==> src/rtl/alu_exec_ctrl.sv <==
// Execution-stage controller in front of an n-bit combinational ALU.
// Takes one operation per valid/ready handshake, drives the ALU inputs,
// and runs multi-bit shifts as repeated shift-by-1 passes.
// The result and C/Z/error flags are registered and held until the consumer takes them.
module alu_exec_ctrl #(
   parameter int N     = 4,
   parameter int CNT_W = 8
) (
   input  logic         clk,
   input  logic         rst_n,
   input  logic         in_valid,
   output logic         in_ready,
   input  logic [N-1:0] in_a,
   input  logic [N-1:0] in_b,
   input  logic [3:0]   in_ctrl,
   input  logic         in_flag,
   output logic [N-1:0] alu_a,
   output logic [N-1:0] alu_b,
   output logic         alu_flag_in,
   output logic [3:0]   alu_control,
   input  logic [N-1:0] alu_result,
   input  logic         alu_c,
   output logic         out_valid,
   input  logic         out_ready,
   output logic [N-1:0] out_result,
   output logic         out_c,
   output logic         out_z,
   output logic         out_err
);

   localparam logic [1:0] ST_IDLE = 2'd0;
   localparam logic [1:0] ST_EXEC = 2'd1;
   localparam logic [1:0] ST_DONE = 2'd2;

   logic [1:0]     state_q, state_d;
   logic [N-1:0]   a_q, a_d;
   logic [N-1:0]   b_q, b_d;
   logic [3:0]     ctrl_q, ctrl_d;
   logic           flag_q, flag_d;
   logic [N-1:0]   work_q, work_d;
   logic [CNT_W-1:0] cnt_q, cnt_d;
   logic [N-1:0]   res_q, res_d;
   logic           c_q, c_d;
   logic           z_q, z_d;
   logic           err_q, err_d;

   logic accept;
   logic in_is_shift;
   logic op_is_shift;
   logic op_illegal;

   assign in_ready    = rst_n && (state_q == ST_IDLE);
   assign accept      = in_valid && in_ready;
   assign in_is_shift = (in_ctrl == 4'd8) || (in_ctrl == 4'd9);
   assign op_is_shift = (ctrl_q == 4'd8) || (ctrl_q == 4'd9);
   assign op_illegal  = (ctrl_q > 4'd9);

   assign out_valid  = (state_q == ST_DONE);
   assign out_result = res_q;
   assign out_c      = c_q;
   assign out_z      = z_q;
   assign out_err    = err_q;

   // ALU input drive: only active in EXEC; shifts feed the running work value with B=1
   always_comb begin
      alu_a       = '0;
      alu_b       = '0;
      alu_flag_in = 1'b0;
      alu_control = 4'd0;
      if (state_q == ST_EXEC) begin
         if (ctrl_q <= 4'd7) begin
            alu_a       = a_q;
            alu_b       = b_q;
            alu_flag_in = flag_q;
            alu_control = ctrl_q;
         end else if (op_is_shift && (cnt_q != '0)) begin
            alu_a       = work_q;
            alu_b       = N'(1);
            alu_flag_in = flag_q;
            alu_control = ctrl_q;
         end
      end
   end

   // Next-state logic for the FSM, operand capture, shift iteration and result registers
   always_comb begin
      state_d = state_q;
      a_d     = a_q;
      b_d     = b_q;
      ctrl_d  = ctrl_q;
      flag_d  = flag_q;
      work_d  = work_q;
      cnt_d   = cnt_q;
      res_d   = res_q;
      c_d     = c_q;
      z_d     = z_q;
      err_d   = err_q;
      case (state_q)
         ST_IDLE: begin
            if (accept) begin
               a_d     = in_a;
               b_d     = in_b;
               ctrl_d  = in_ctrl;
               flag_d  = in_flag;
               work_d  = in_a;
               cnt_d   = in_is_shift ? CNT_W'(in_b) : CNT_W'(1);
               state_d = ST_EXEC;
            end
         end
         ST_EXEC: begin
            if (op_illegal) begin
               res_d   = '0;
               c_d     = 1'b0;
               z_d     = 1'b1;
               err_d   = 1'b1;
               state_d = ST_DONE;
            end else if (op_is_shift) begin
               err_d = 1'b0;
               if (cnt_q == '0) begin
                  // Shift by zero: pass the operand through untouched
                  res_d   = work_q;
                  c_d     = 1'b0;
                  z_d     = (work_q == '0);
                  state_d = ST_DONE;
               end else begin
                  work_d = alu_result;
                  c_d    = alu_c;
                  cnt_d  = cnt_q - CNT_W'(1);
                  if (cnt_q == CNT_W'(1)) begin
                     res_d   = alu_result;
                     z_d     = (alu_result == '0);
                     state_d = ST_DONE;
                  end
               end
            end else begin
               res_d   = alu_result;
               c_d     = ((ctrl_q == 4'd2) || (ctrl_q == 4'd6)) ? alu_c : 1'b0;
               z_d     = (alu_result == '0);
               err_d   = 1'b0;
               state_d = ST_DONE;
            end
         end
         ST_DONE: begin
            if (out_ready) begin
               state_d = ST_IDLE;
            end
         end
         default: state_d = ST_IDLE;
      endcase
   end

   // State and datapath registers; reset discards any in-flight operation
   always_ff @(posedge clk or negedge rst_n) begin
      if (!rst_n) begin
         state_q <= ST_IDLE;
         a_q     <= '0;
         b_q     <= '0;
         ctrl_q  <= 4'd0;
         flag_q  <= 1'b0;
         work_q  <= '0;
         cnt_q   <= '0;
         res_q   <= '0;
         c_q     <= 1'b0;
         z_q     <= 1'b0;
         err_q   <= 1'b0;
      end else begin
         state_q <= state_d;
         a_q     <= a_d;
         b_q     <= b_d;
         ctrl_q  <= ctrl_d;
         flag_q  <= flag_d;
         work_q  <= work_d;
         cnt_q   <= cnt_d;
         res_q   <= res_d;
         c_q     <= c_d;
         z_q     <= z_d;
         err_q   <= err_d;
      end
   end

endmodule
==> config.mk <==
export PLATFORM = sky130hd
export DESIGN_NAME = alu_exec_ctrl
export DESIGN_NICKNAME = d
export VERILOG_FILES = /design/src/rtl/alu_exec_ctrl.sv
export SDC_FILE = /design/constraint.sdc
export NUM_CORES = 1
export LEC_CHECK = 0
export ABC_AREA = 1
export BUFFER_PORTS_ARGS = -buffer_cell sky130_fd_sc_hd__buf_2
export CAP_MARGIN = 40
export CORE_MARGIN = 5
export CORE_UTILIZATION = 48
export DETAILED_ROUTE_END_ITERATION = 10
export GPL_TIMING_DRIVEN = 0
export PLACE_DENSITY_LB_ADDON = 0.05
export RECOVER_POWER = 50
export SLEW_MARGIN = 20
export SYNTH_ARGS = -nofsm -noshare
export SYNTH_HDL_FRONTEND = slang
export SYNTH_SLANG_ARGS = --single-unit
==> constraint.sdc <==
create_clock -name clk -period 1.7 [get_ports clk]
set_clock_uncertainty 0.2 [all_clocks]
set_input_delay 0.17 -clock clk [delete_from_list [all_inputs] [get_ports clk]]
set_output_delay 0.17 -clock clk [all_outputs]
set_load 0.03 [all_outputs]
==> results.toml, run 1 <==
[timing]
fin_ws_ns = -0.3409
rsz0062_at_grt = "true"
hold_viol = 34
slew_viol_final = 0
setup_viol_count_final = 41
tightest_slew_ns = 0.9123
hold_slack_ns = -0.2006
fmax_mhz = 490.0
min_period_ns = 2.041
slew-limit-headroom_pct = 39.18
finalCritPeriodShare_pct = 120.1
tns_ns = -5.822

[synthesis]
synth.distinct_cells = 27
yosys.area.top_type = "dfrtp_1"
ys_ff_latch = 34
synth_area_mm2 = 0.001924
yosys_warnings = 0
synthCells = 244
synthTopCellsByArea = "dfrtp_1, nand2_1, nand3_1"
yosysTopAreaCellShare_pct = 44.21
syn_nets = 269
ys_seq_area_share_pct = 44.21
postSynthAreaPerCell_um2 = 7.887

[pwr]
power_per_cell_area_mw_per_mm2 = 1802
ir_worst_vdd_uv = 1033
leakage_nw = 1.551

[global_route]
use_met3_pct = 5.746
grt_use_total_pct = 22.53
grt_pass1_vias = 1939
grt_pass1_wl_um = 9177
grt_busiest_layer = "met2"
met2_usage_pct = 37.84
antenna_found_initial = 0
grt_start_max_net_pins = 36
grt_overflow = 0
use_met1_pct = 27.48

[cts]
cts_tree = "yes"
worstSkewPairLatency_ns = 0.29
cts_buffer_depth = 2
clkTransAtPathRegs_ns = 0.07
cts_max_level = 2
clock-sinks = 34
cts_root_buf = "clkbuf_8"
cts_buffers = 5
cts_hold_buf = 15

[placed_design]
gp_congestion = 0.8356
place_hpwl_um = 3554
placed_cell_area_mm2 = 0.002227
port_buffers = 43
post-place-ws_ns = -0.4867

[floorplan]
die_h_um = 73.32
start_util_pct = 48.81
die_x_um = 73.32
fp-row-count = 23
die_area_mm2 = 0.005375
num_io_pins = 44
core_mm2 = 0.003943

[critical_path]
crit_type = "reg -> out"
critPathSlowestCell = "dfrtp_1"
cpPeakStageDelay_ns = 0.38
startpoint_type = "flop"
crit_chain = "inv_2 -> ha_4 -> nand2_2 -> nor2_4 -> nor2_4 -> nand2_2 -> buf_8 -> o21ai_2 -> buf_6"
cp.arrival_ns = 1.67
end_kind = "output pin"
critPathMaxFanout = 8
cp.required_ns = 1.33

[routing]
drc = 0
wl_per_cell_um = 16.22
viasPerCell = 5.216
routed_wl_um = 6392
drt_iter0_drc = 139
ant_nets = 0
via_count = 2055
firstDrtPassIters = 4

[final_layout]
utilization_pct = 77.40
finalInstanceArea_mm2 = 0.003052
drive_above_1_share_pct = 42.73
fin_nets = 368
n_antenna_cell = 0
syn_to_final_growth_pct = 58.58
num-fill-cells = 281

[outcome]
status = "finished with violations"
violations = "hold timing, setup timing"

[min_path]
hold_class = "in -> async"

[run]
cap_violations = 0
==> per-layer routing <==
layer / wire (µm) / share of wire, % / vias to the layer above
li1: - / - / 981
met1: 2566 / 40 / 979
met2: 3253 / 51 / 75
met3: 409 / 6.4 / 20
met4: 162 / 2.5 / 0
met5: 0 / 0 / -
==> synth_stat cells <==
cell type and instances:
nand4_1 3, buf_6 2, mux2_2 8, nor2_4 2, a31oi_1 1, nor3_4 1, buf_2 3, nand3_1 24
o31ai_1 2, o21ai_2 8, nor3_1 2, nand2_1 65, inv_2 3, clkbuf_1 3, o21ai_1 7, a21oi_1 6
buf_4 1, inv_1 21, o21ai_0 7, dfrtp_1 34, nand2_2 4, nor3b_2 1, nor2_1 29, ha_1 3
or2_2 1, nor2_2 1, xor2_1 2
==> metrics by stage <==
stage	power, mW	cells
finish	5.499	394
global route	5.817	394
CTS	4.963	380
detailed placement	3.664	337
global placement	3.629	337
floorplan	3.113	244
==> worst max-delay path, delay by kind of cell (launching register included) <==
kind	cells	cell delay, ns
buffers and inverters	3	0.38
AO/OA/AOI/OAI	1	0.13
adder cells (fa/ha/maj)	1	0.15
flip-flops	1	0.38
AND/OR/NAND/NOR	4	0.34
==> cell usage in the layout (no fill, tap or decap), types with 2 or more instances in the layout <==
cell / Yosys / routed
nor2_4: 2 / 7
nand3_1: 24 / 24
clkbuf_2: 0 / 3
nor2_2: 1 / 3
o21ai_2: 8 / 11
inv_1: 21 / 17
nand2_2: 4 / 3
a21oi_1: 6 / 6
o21ai_1: 7 / 3
o21ai_0: 7 / 7
xor2_1: 2 / 2
buf_6: 2 / 10
dfrtp_1: 34 / 32
o31ai_1: 2 / 2
clkbuf_16: 0 / 2
nand2_4: 0 / 7
buf_8: 0 / 6
nand2_1: 65 / 59
mux2_2: 8 / 8
nand4_1: 3 / 3
inv_2: 3 / 4
buf_4: 1 / 36
dfrtp_2: 0 / 2
nor2_1: 29 / 22
clkbuf_1: 3 / 2
buf_2: 3 / 28
inv_4: 0 / 2
dlygate4sd3_1: 0 / 15
clkbuf_8: 0 / 5
==> what timing repair did <==
item                                    4_1_cts  5_1_grt
endpoints found under the hold margin        49       34
pin swaps                                     8        5
endpoints found under the setup margin       45       38
cloned                                        1        2
setup buffers                                19       14
gates resized for setup                      56       28
==> worst paths after layout <==
| path | from | end | slack [ns] | depth (start not counted) |
|---|---|---|---|---|
| worst max-delay path | cnt_q[0] | alu_a[0] | -0.34 | 9 |
| worst min-delay path | rst_n | out_z | -0.20 | 1 |
| worst max register to register | cnt_q[1] | cnt_q[6] | -0.10 | 9 |
| worst min register to register | out_z | out_z | 0.28 | 2 |
| max in group asynchronous | rst_n | cnt_q[3] | 0.86 | 1 |
| min in group clk | alu_result[3] | out_result[3] | 0.05 | 5 |
==> area by class of cell <==
class | instances | area [µm²] | area share (%)
multi-input combinational | 177 | 1069 | 35.01
sequential | 34 | 853.3 | 27.96
timing repair buffer | 93 | 764.5 | 25.05
inverter | 24 | 100.1 | 3.280
buffer | 8 | 96.34 | 3.157
clock buffer | 7 | 76.32 | 2.501
tap | 50 | 62.56 | 2.050
clock inverter | 1 | 30.03 | 0.9840
==> report_power, final <==
group | leakage, nW | internal, mW | switching [mW] | total, mW
registers | 0.421 | 1.19 | 0.275 | 1.46
logic | 1.08 | 1.41 | 1.88 | 3.29
clock network | 0.0524 | 0.439 | 0.305 | 0.744
==> state kept, by name, indices dropped and copies added, names as in the netlist, 2 cells and up <==
register	cells
a_q	4
b_q	4
cnt_q	8
ctrl_q	4
out_result	4
state_q	2
work_q	4
==> logic make-up (layout without fill, tap and decap cells) <==
group,after synthesis,after routing,share of synthesized area [%]
multiplexers,8,8,4.682
flip-flops,34,34,44.21
AND/OR/NAND/NOR,133,133,30.69
adder cells (fa/ha/maj),3,3,1.951
XOR/XNOR,2,2,0.9104
buffers and inverters,33,133,7.607
AO/OA/AOI/OAI,31,31,9.948
Note: power is estimated with default switching activity, not from simulation.
==> run 2, diff against run 1 <==
--- a/config.mk
+++ b/config.mk
@@ -9,10 +9,10 @@
 export BUFFER_PORTS_ARGS = -buffer_cell sky130_fd_sc_hd__buf_2
 export CAP_MARGIN = 40
 export CORE_MARGIN = 5
-export CORE_UTILIZATION = 48
+export CORE_UTILIZATION = 45
 export DETAILED_ROUTE_END_ITERATION = 10
 export GPL_TIMING_DRIVEN = 0
-export PLACE_DENSITY_LB_ADDON = 0.05
+export PLACE_DENSITY = 0.71
 export RECOVER_POWER = 50
 export SLEW_MARGIN = 20
 export SYNTH_ARGS = -nofsm -noshare
==> run 2 against run 1 <==
Compared with the run above: the run still ends with hold timing, setup timing left; global-route usage down 0.22 points; critical path depth down 2; hold slack worse by 0.17 ns; sequential power barely moved; sequential share of layout area decreased by 1.0 points; clock-buffer cell count stayed put; core utilization rose by 0.18 points; fmax shrank 0.92%; register-to-register slack got worse by 0.03 ns; clock power down 16%.
==> results.toml, run 2 (synthesis results as in run 1) <==
[floorplan]
die_area_mm2 = 0.005684
core_mm2 = 0.004086
fp-row-count = 23
start_util_pct = 47.09
num_io_pins = 44
die_h_um = 75.40
die_x_um = 75.40

[critical_path]
crit_chain = "nor3_4 -> inv_2 -> nor2_4 -> nand2_2 -> buf_6 -> o21ai_4 -> buf_6"
end_kind = "output pin"
crit_type = "reg -> out"
critPathTopFamily = "flip-flops"
cpPeakStageDelay_ns = 0.43
crit_buf_inv = 3
startpoint_type = "flop"
critPathSlowestCell = "dfrtp_1"
cp_common_cell = "buf_6"
cp.required_ns = 1.33
critPathMaxFanout = 8
cp.arrival_ns = 1.69

[timing]
slew_viol_final = 0
tns_ns = -3.952
min_period_ns = 2.060
finalCritPeriodShare_pct = 121.2
hold_viol = 34
tightest_slew_ns = 0.5062
fmax_mhz = 485.5
setup_viol_count_final = 31
slew-limit-headroom_pct = 66.25
fin_ws_ns = -0.3599
hold_slack_ns = -0.3723
rsz0062_at_grt = "true"

[final_layout]
largest_reg_flops = 8
num-fill-cells = 259
final_cell_mix = "nand2_1, buf_4, dfrtp_1"
syn_to_final_growth_pct = 64.76
fin_nets = 371
utilization_pct = 77.59
final_common_cell = "nand2_1"
n_antenna_cell = 0
drive_above_1_share_pct = 46.97
finalInstanceArea_mm2 = 0.003171
largest_register = "cnt_q"

[placed_design]
placed_cell_area_mm2 = 0.002227
place_hpwl_um = 3460
gp_congestion = 0.8297
port_buffers = 43

[pwr]
power_mw = 5.628
ir_worst_vdd_uv = 984.2
leakage_nw = 1.590
power_per_cell_area_mw_per_mm2 = 1775

[routing]
wl_per_cell_um = 17.03
firstDrtPassIters = 5
drc = 0
ant_nets = 0
via_count = 2151
viasPerCell = 5.418
drt_iter0_drc = 224
routed_wl_um = 6762

[run]
cap_violations = 0

[global_route]
grt_overflow = 0
antenna_found_initial = 0
grt_start_max_net_pins = 36
grt_pass1_vias = 2081
grt_pass1_wl_um = 9570
grt_use_total_pct = 22.31

[cts]
cts_max_level = 2
cts_hold_buf = 15
cts_tree = "yes"
worstSkewPairLatency_ns = 0.29
clkTransAtPathRegs_ns = 0.07
clock-sinks = 34
cts_buffer_depth = 2
cts_root_buf = "clkbuf_8"
cts_buffers = 5

[outcome]
violations = "hold timing, setup timing"
status = "finished with violations"

[min_path]
hold_class = "in -> async"
## run 2: cell count changes in the layout (fill, tap and decap cells not counted), sizes merged
cell	previous run	this run
clkinv	0	1
bufinv	1	0
clkbuf	12	11
buf	80	83
nand2	69	70
## run 2: final timing paths
check / from / to / slack (ns) / cells past startpoint
setup / recovery: ctrl_q[2] / alu_a[0] / -0.36 / 7
hold / removal: rst_n / state_q[1] / -0.37 / 1
setup reg to reg: cnt_q[3] / cnt_q[0] / -0.13 / 11
hold reg to reg: out_result[3] / out_result[3] / 0.28 / 2
max in group asynchronous: rst_n / cnt_q[2] / 1.32 / 1
min in group clk: alu_result[3] / out_result[3] / 0.06 / 5
## run 2: final cells by class
class                           instances  area [µm²]  share of cell area (%)
Buffer                                  9       117.6                   3.710
Clock buffer                            7       86.33                   2.723
Clock inverter                          1       5.005                  0.1579
Inverter                               24       97.59                   3.078
Multi-Input combinational cell        178        1140                   35.95
Sequential cell                        34       854.6                   26.95
Tap cell                               50       62.56                   1.973
Timing Repair Buffer                   94       807.0                   25.45
## run 2: repair_timing
action                                  in CTS  in global routing
pin swaps                                   12                  9
cloned                                       1                  4
buffers inserted                            20                 15
endpoints found under the hold margin       49                 34
endpoints found under the setup margin      43                 42
resized for setup                           56                 57
## run 2: routing by layer
metal | routed length [µm] | part of all wire, % | GRT usage (%) | vias up
met5 | 0 | 0 | 0 | -
met4 | 218 | 3.2 | 8.544 | 0
met3 | 593 | 8.8 | 4.881 | 23
met2 | 3363 | 50 | 38.45 | 129
met1 | 2586 | 38 | 27.20 | 1007
li1 | - | - | - | 992
## run 2: where the power goes
group | internal (mW) | switching, mW | leakage [nW]
Clock | 0.327 | 0.301 | 0.0482
Sequential | 1.19 | 0.289 | 0.419
Combinational | 1.53 | 1.99 | 1.12
## run 2: metrics by stage
stage,setup slack [ns],std cells
6_report,-0.3599,397
5_1_grt,-0.4135,397
4_1_cts,-0.2666,381
3_5_place_dp,-0.4410,337
3_3_place_gp,-0.4280,337
2_1_floorplan,-0.2204,244
==> run 3, diff against run 2 <==
--- a/config.mk
+++ b/config.mk
@@ -9,10 +9,10 @@
 export BUFFER_PORTS_ARGS = -buffer_cell sky130_fd_sc_hd__buf_2
 export CAP_MARGIN = 40
 export CORE_MARGIN = 5
-export CORE_UTILIZATION = 45
+export CORE_UTILIZATION = 48
 export DETAILED_ROUTE_END_ITERATION = 10
 export GPL_TIMING_DRIVEN = 0
-export PLACE_DENSITY = 0.71
+export PLACE_DENSITY = 0.75
 export RECOVER_POWER = 50
 export SLEW_MARGIN = 20
 export SYNTH_ARGS = -nofsm -noshare
==> run 3 against run 2 <==
Compared with the run above: the run still ends with hold timing, setup timing left; combinational power up 5%; fmax down 2.9%; clock-buffer cell count down 2; via count up 7.6%; global-route usage up 4.5 points; hold slack worse by 0.010 ns; largest cell class unchanged.
==> results.toml, run 3 (synthesis results as in run 1) <==
[critical_path]
crit_chain = "nor2_2 -> nand2_2 -> nor2_4 -> nor2_4 -> nand2_2 -> buf_4 -> buf_6 -> inv_4 -> buf_6"
cp.depth = 9
r2r_cells = 11
critPathMaxFanout = 2
crit_buf_inv = 4
critPathSlowestCell = "dfrtp_1"
startpoint_type = "flop"
cp.required_ns = 1.33
end_kind = "output pin"
crit_type = "reg -> out"
cpPeakStageDelay_ns = 0.43
cp.arrival_ns = 1.75
reg2reg_slack_ns = -0.24
critPathTopFamily = "simple AND/OR/NAND/NOR gates"

[floorplan]
num_io_pins = 44
die_area_mm2 = 0.005375
fp-row-count = 23
die_h_um = 73.32
start_util_pct = 48.81
core_mm2 = 0.003943
die_x_um = 73.32

[timing]
hold_slack_ns = -0.3826
slew_viol_final = 0
slew-limit-headroom_pct = 68.82
finalCritPeriodShare_pct = 124.8
rsz0062_at_grt = "true"
fin_ws_ns = -0.4220
hold_viol = 34
min_period_ns = 2.122
setup_viol_count_final = 36
fmax_mhz = 471.3
tightest_slew_ns = 0.4677

[final_layout]
finalNonFillerCells = 400
syn_to_final_growth_pct = 59.23
n_antenna_cell = 0
largest_register = "cnt_q"
largest_reg_flops = 8
final_common_cell = "nand2_1"
finalInstanceArea_mm2 = 0.003064
fin_nets = 375
num-fill-cells = 249
final_cell_mix = "nand2_1, buf_4, dfrtp_1"
drive_above_1_share_pct = 47.14

[placed_design]
gp_congestion = 0.8730
place_inst = 337
port_buffers = 43
post-place-ws_ns = -0.4298
place_hpwl_um = 3520
placed_cell_area_mm2 = 0.002227

[cts]
cts_buffer_depth = 2
cts_root_buf = "clkbuf_8"
clkTransAtPathRegs_ns = 0.08
cts_buffers = 5
clock-sinks = 34
cts_tree = "yes"
cts_hold_buf = 15
worstSkewPairLatency_ns = 0.30
cts_max_level = 2

[global_route]
antenna_found_initial = 0
grt_pass1_wl_um = 10780
grt_use_total_pct = 26.77
grt_start_max_net_pins = 36
grt_pass1_vias = 2198
grt_overflow = 0

[min_path]
hold_class = "in -> async"

[pwr]
ir_worst_vdd_uv = 1289
leakage_nw = 1.565
power_per_cell_area_mw_per_mm2 = 1881

[outcome]
status = "finished with violations"
violations = "hold timing, setup timing"

[routing]
routed_wl_um = 7797
firstDrtPassIters = 8
wl_per_cell_um = 19.49
ant_nets = 0
drt_iter0_drc = 396
via_count = 2314
drc = 0
viasPerCell = 5.785

[run]
cap_violations = 0
-- run 3: cell type report --
class                   instances  area [µm²]  area share, %
multi-input cells             178        1092          35.65
flip-flops and latches         34       853.3          27.85
repair buffers                 99       782.0          25.52
plain buffers                   8       97.59          3.185
inverters                      24       97.59          3.185
clock buffers                   5       68.82          2.246
well taps                      50       62.56          2.042
clock inverters                 2       10.01         0.3267
-- run 3: stage by stage --
step                      util (%)  hold WS (ns)  total power [mW]  TNS [ns]
final                        77.72       -0.3826             5.765    -6.019
after global routing         77.72       -0.3408             6.060    -7.257
after CTS                    73.50       -0.3598             5.174    -2.148
after detailed placement     56.49        0.1070             3.667    -12.03
after global placement       56.49       0.09453             3.612    -11.05
after floorplan                  -       -0.3256             3.113    -1.062
-- run 3: repair_timing --
item                                   4_1_cts  5_1_grt
endpoints found under the hold margin       49       34
pin swaps                                   15       10
gates cloned                                 3        1
gates resized for setup                     67       27
setup buffers                               30       15
setup endpoints to repair                   44       40
-- run 3: power by group --
group	internal, mW	switching, mW	total [mW]
clock network	0.275	0.316	0.591
registers	1.19	0.313	1.50
logic	1.53	2.15	3.68
-- run 3: worst reg2reg max path: cells and delay by family (launching register included) --
family	cells	cell delay, ns
buffers and inverters	6	0.70
and+or+nand+nor	5	0.57
DFF	1	0.38
-- run 3: final timing paths --
| check | startpoint | end |
|---|---|---|
| max reg2reg | ctrl_q[3] | cnt_q[2] |
| min reg2reg | out_z | out_z |
| max | cnt_q[7] | alu_control[3] |
| min in group clk | alu_result[2] | out_result[2] |
| max in group asynchronous | rst_n | state_q[0] |
| min | rst_n | out_z |
-- run 3: layer usage --
metal / up-vias / wire, µm / GRT usage [%]
met5: - / 0 / 0
met2: 175 / 3825 / 46.08
met3: 65 / 851 / 5.472
met1: 1078 / 2623 / 32.32
li1: 996 / - / -
met4: 0 / 496 / 11.47
